`config.mk`:
```
export PLATFORM = sky130hd
export DESIGN_NAME = layer_output_serializer
export DESIGN_NICKNAME = d
export VERILOG_FILES = /design/src/rtl/layer_output_serializer.sv
export SDC_FILE = /design/constraint.sdc
export NUM_CORES = 1
export LEC_CHECK = 0
export CORE_AREA = 8 8 165 167
export CTS_BUF_LIST = sky130_fd_sc_hd__clkbuf_8
export CTS_CLUSTER_SIZE = 10
export DETAILED_ROUTE_END_ITERATION = 16
export DIE_AREA = 0 0 173 175
export PLACE_DENSITY = 0.82
export SLEW_MARGIN = 5
export SYNTH_ARGS = -nofsm -noshare
export SYNTH_HDL_FRONTEND = slang
export SYNTH_SLANG_ARGS = --single-unit
export TNS_END_PERCENT = 100
```
`constraint.sdc`:
```
create_clock -name clk -period 2.1 [get_ports clk]
set_input_delay 0.21 -clock clk [delete_from_list [all_inputs] [get_ports clk]]
set_output_delay 0.21 -clock clk [all_outputs]
set_load 0.01 [all_outputs]
```
`src/rtl/layer_output_serializer.sv`:
```
// Collects one value per neuron from a parallel layer, then streams them out in
// neuron order over a valid/ready handshake. Optional ReLU on the output: OUTPUT_SERIALIZER_RELU_EN.
module layer_output_serializer #(
    parameter int numNeurons = 30,
    parameter int dataWidth  = 8
) (
    input  logic                            clk,
    input  logic                            rst,
    input  logic [numNeurons*dataWidth-1:0] neuronOut,
    input  logic [numNeurons-1:0]           neuronOutValid,
    output logic [dataWidth-1:0]            dataOut,
    output logic                            dataOutValid,
    input  logic                            dataOutReady,
    output logic                            layerDone,
    output logic                            overrun
);

    localparam int IDXW = $clog2(numNeurons);
    localparam logic [IDXW-1:0] LAST_IDX = IDXW'(numNeurons - 1);

    typedef enum logic {COLLECT, SHIFT} state_t;

    state_t                          state_q, state_d;
    logic [dataWidth-1:0]            slot_q [numNeurons];
    logic [dataWidth-1:0]            slot_d [numNeurons];
    logic [numNeurons-1:0]           captured_q, captured_d;
    logic [IDXW-1:0]                 index_q, index_d;
    logic                            overrun_q, overrun_d;
    logic                            layer_done_q, layer_done_d;
    logic [dataWidth-1:0]            slot_sel;

    always_comb begin
        state_d      = state_q;
        slot_d       = slot_q;
        captured_d   = captured_q;
        index_d      = index_q;
        overrun_d    = overrun_q;
        layer_done_d = 1'b0;
        case (state_q)
            COLLECT: begin
                for (int n = 0; n < numNeurons; n++) begin
                    if (neuronOutValid[n]) begin
                        slot_d[n]     = neuronOut[n*dataWidth +: dataWidth];
                        captured_d[n] = 1'b1;
                    end
                end
                if (&captured_d) begin
                    state_d = SHIFT;
                    index_d = '0;
                end
            end
            SHIFT: begin
                // Pulses arriving while streaming (including the final-beat edge) are lost.
                if (|neuronOutValid) begin
                    overrun_d = 1'b1;
                end
                if (dataOutReady) begin
                    if (index_q == LAST_IDX) begin
                        state_d      = COLLECT;
                        captured_d   = '0;
                        index_d      = '0;
                        layer_done_d = 1'b1;
                    end else begin
                        index_d = index_q + 1'b1;
                    end
                end
            end
            default: begin
                state_d = COLLECT;
            end
        endcase
    end

    always_ff @(posedge clk) begin
        if (!rst) begin
            state_q      <= COLLECT;
            captured_q   <= '0;
            index_q      <= '0;
            overrun_q    <= 1'b0;
            layer_done_q <= 1'b0;
            for (int n = 0; n < numNeurons; n++) begin
                slot_q[n] <= '0;
            end
        end else begin
            state_q      <= state_d;
            captured_q   <= captured_d;
            index_q      <= index_d;
            overrun_q    <= overrun_d;
            layer_done_q <= layer_done_d;
            slot_q       <= slot_d;
        end
    end

    assign slot_sel = slot_q[index_q];

`ifdef OUTPUT_SERIALIZER_RELU_EN
    assign dataOut = slot_sel[dataWidth-1] ? '0 : slot_sel;
`else
    assign dataOut = slot_sel;
`endif

    assign dataOutValid = (state_q == SHIFT);
    assign layerDone    = layer_done_q;
    assign overrun      = overrun_q;

endmodule

```
Word-level counts from Yosys, hierarchy flattened. Cells that the tools add are included.

Word-level logic and storage cells: 154. Bits of input ports: 273. Bits in registers: 278. Output and inout port bits: 11.

Equal/unequal tests: 4. Reduce and logical (&&, ||, !) cells: 36. $lt $le $gt $ge: 1. Muxes and demuxes: 75. Bitwise operators: 2. Add/sub/neg operators: 1.

Operator list (count): $reduce_and 2->1 (33); $mux 1 (64); $mux 30 (2); $pmux 30 s2 (1); $bmux 8 s5 (1); $reduce_and 30->1 (1); $reduce_or 30->1 (1); $mux 8 (2); $mux 5 (3); $pmux 5 s2 (1); $ge 6x6->1 const B (1); $not 5->6 (1); $add 5x1->5 const B (1); $eq 5x5->1 const B (1); $ne 2x2->1 const B (2); $reduce_and 3->1 (1); $ne 2x1->1 const B (1); $pmux 1 s2 (1); $not 1->1 (1).

Logic depth before layout (Yosys ltp).
Depth in word-level cells: 5. Mapped depth: 8. Gate-level depth less buffers: 7.

Least setup slack after synthesis. OpenSTA, ideal clock, no wires.

Path type: flip-flop to output port. Start: reg index_q[0]. End: out dataOut[4]. Slack: 351 ps. Data required time: 1890 ps. Arrival time: 1539 ps. Cell stages (with the launch flop): 6. Path buffers: 2. Cells stage by stage: dfxtp_1 buf_6 buf_6 mux4_2 o221ai_1 a22oi_2.

Cells in the longest elaborated chain, start to end: 4.

Ends and longest elaborated chain: from (decl) (line 27) `logic [IDXW-1:0] index_q, index_d;`; from (signal assigned) (line 87) `index_q <= index_d;`; $not 5->6 (implied by the code) (line 94) `assign slot_sel = slot_q[index_q];`; $bmux 8 s5 (line 94); $mux 8 (implied by the code) (2 in a row) (line 94); to (decl) (line 11) `output logic [dataWidth-1:0] dataOut,`.

No other way between the ends. The select of a mux whose other input is x is not followed.

Worst setup path in the final report.
Start: reg index_q[0]. End: out dataOut[6].

Same word-level chain as after synthesis.

==> out/summary.txt <==
diodes inserted: 0
Setup Slack @ Placement: -0.432 ns
EDFF count, synth: 0
Synth async-reset ratio: 0%
crit path kind: flip-flop to primary output
Clk Latency, worst-skew pair: 0.57 ns
PortBufs: 283
Min-Delay Path Class: input port to flip-flop
# Max-Cap Violations: 0
worst path cell trace: buf_12 > buf_12 > mux4_2 > o221ai_2 > buf_4 > a22oi_2 > buf_2
post-layout minimum cycle time: 2.59 ns
met3 usage: 6.11%
failing checks: setup timing
fin area: 17100 µm²
Peak supply drop: 0.430 mV
post-placement cell count: 2037
startpoint types: flip-flop
Avg WL per Cell: 20.6 µm
post-DR vias/cell: 5.54
Final Max Slew Viols: 0
CP arrival: 2.38 ns
drc violations: 0
1st-iter DRT viols: 1053
FP Rows: 58
layer with the highest usage: met2
clock-pin slew on the worst setup and hold paths: 0.07 ns
Least-Margin Pin Slew: 0.669 ns
post-route ant nets: 0
Worst setup startpoint: index_q[0]$_SDFFE_PN0P_
Slew Limit Headroom: 55.3%
slowest stage delay, CP: 0.53 ns
Top cell by count, worst path: buf_12
global-route wire length before repair: 67.1 mm
pin count of the biggest net entering global routing: 165
Synth area leaders: dfxtp_1 (44%), nand2_1 (14%), a21boi_0 (14%), mux4_2 (4.6%), mux4_1 (2.9%)
Fmax achieved: 386 MHz
sequential area share after synthesis: 44.1%
deepest clock path buffer count: 3
Syn Inst Count: 1466
status: finished with violations
routed wire length: 43.9 mm
dpl hpwl: 34.0 mm
Starting Density: 51.2%
worst-path fanout max: 8
CTS tree: built
clock root cell: clkbuf_8
Die X: 173 µm
GR Overflow Total: 0
Syn Area/Cell: 8.61 µm²
synthesis-to-layout area growth: 35.7%
Critical Path RT: 1.89 ns
Power Dens Cells: 700 nW/µm²
clk_skew: 0.0151 ns
total track usage: 28.0%
FF+latch count, synth: 278
Post-DP Area: 15900 µm²
CP Capture Type: primary output
top_reg_cell synth: dfxtp_1
synthesis warning total: 0
unrepaired setup endpoints after global routing: true
DIE HEIGHT: 175 µm
num ports: 284
router iterations before antenna repair: 5
initial antenna violation count: 0
cts bufs inserted: 46
period utilisation layout: 123%
htree depth: 2
Final TNS setup: -3.49 ns
area leader, netlist: dfxtp_1
CTS sink cnt: 278
FF-to-FF Start: index_q[0]$_SDFFE_PN0P_
final count of negative-setup-slack endpoints: 8
routed vias: 11.8k
Core Area: 24700 µm²
share of layout cells above drive strength 1: 13.9%
synth unique cells: 40
final hold violations: 0
die area: 30300 µm²
post-route insts no fill: 2131
Leak: 6.52 nW
setup ws final: -0.488 ns
number of global-route vias before repair: 12.1k
Synth top area share: 44.1%
grt met1 use: 34.1%
CP max stage cell: mux4_2
nets: 2041
Hold Startpoint: neuronOut[184]
post-synthesis net count: 1741
synthesized cell area: 12600 µm²
Placer Congestion: 0.968
met2 usage: 46.8%
## cell families (layout without fill, tap and decap cells)
group / after synthesis / after routing / share of synthesized area (%)
DFF: 278 / 278 / 44.1
and+or+nand+nor: 652 / 652 / 21.2
muxes: 80 / 80 / 10.8
adders and majority gates: 2 / 2 / 0.198
AOI/OAI and AO/OA: 329 / 329 / 18.9
buffers and inverters: 124 / 459 / 4.74
xor gates and xnor gates: 1 / 1 / 0.0694
## layout by cell type, fill, tap and decap left out, types with 9 or more instances in the layout
master           count
a21oi_2             11
a21boi_0           240
nor2_1              70
mux4_2              38
inv_1               18
clkdlybuf4s50_1    274
nand2_1            487
nor2b_1             38
dfxtp_1            275
nand2b_1            32
mux2i_1             31
o22ai_1             25
buf_4               80
nor4_1               9
clkbuf_8            56
o21ai_0              9
## final timing paths
kind / to / slack, ns / cells after the start
max: dataOut[6] / -0.49 / 7
min: slot_q[48]$_SDFFE_PN0P_ / 0.20 / 3
max reg2reg: captured_q[17]$_SDFFE_PN0P_ / 0.21 / 7
min reg2reg: slot_q[227]$_SDFFE_PN0P_ / 0.46 / 2
## through the flow
| stage | hold WS, ns | util (%) | total power [mW] |
|---|---|---|---|
| 2_1_floorplan | 0.355 | - | 6.42 |
| 3_3_place_gp | 0.449 | 64.6 | 7.30 |
| 3_5_place_dp | 0.457 | 64.6 | 7.32 |
| 4_1_cts | 0.186 | 69.4 | 12.0 |
| 5_1_grt | 0.204 | 69.4 | 12.4 |
| 6_report | 0.204 | 69.4 | 12.0 |
## cell usage after synthesis, drive strengths merged (8+ instances only)
| cell | instances |
|---|---|
| mux2i | 32 |
| dfxtp | 278 |
| mux2 | 8 |
| buf | 50 |
| a22oi | 8 |
| a31oi | 8 |
| nand2b | 32 |
| nor4 | 9 |
| mux4 | 40 |
| a211oi | 8 |
| a21oi | 16 |
| o221ai | 8 |
| o21ai | 10 |
| clkbuf | 72 |
| o22ai | 25 |
| nand2 | 487 |
| nor2b | 39 |
| nor2 | 70 |
| a21boi | 240 |
## critical path, delay by kind of cell, from the launching register on
kind                   cells  cell delay [ns]
AO/OA/AOI/OAI              2             0.26
buffers and inverters      4             0.60
multiplexers               1             0.53
flip-flops                 1             0.42
## layer usage
metal / routed length, µm / part of all wire, % / vias up
met4: 1930 / 4.4 / 0
met3: 3280 / 7.5 / 122
met5: 0 / 0 / -
met1: 17900 / 41 / 5606
met2: 20800 / 47 / 543
li1: - / - / 5540
## flip-flops by register name (all words and copies together), names as in the netlist
register / flops
index_q: 5
slot_q: 240
overrun: 1
dataOutValid: 1
layerDone: 1
captured_q: 30
## layout make-up
type / instances / area, µm²
Sequential cell: 278 / 5570
Inverter: 2 / 7.51
Tap cell: 330 / 413
Multi-Input combinational cell: 1064 / 6610
Timing Repair Buffer: 374 / 3600
Clock buffer: 56 / 771
Fill cell: 1943 / 7550
Clock inverter: 27 / 149
## report_power, final
group          total, mW  internal [mW]  switching [mW]
combinational       1.47          0.827           0.643
sequential          5.79           5.57           0.220
clock               4.73           2.54            2.18
total               12.0           8.94            3.05
## repair_timing
action / in CTS / in global routing
cloned: 1 / 0
pin swaps: 11 / 12
endpoints found under the hold margin: 4 / 0
hold buffers: 1 / 0
endpoints found under the setup margin: 8 / 8
gates resized for setup: 87 / 6
setup buffers: 9 / 0
Note: power is estimated with default switching activity, not from simulation.
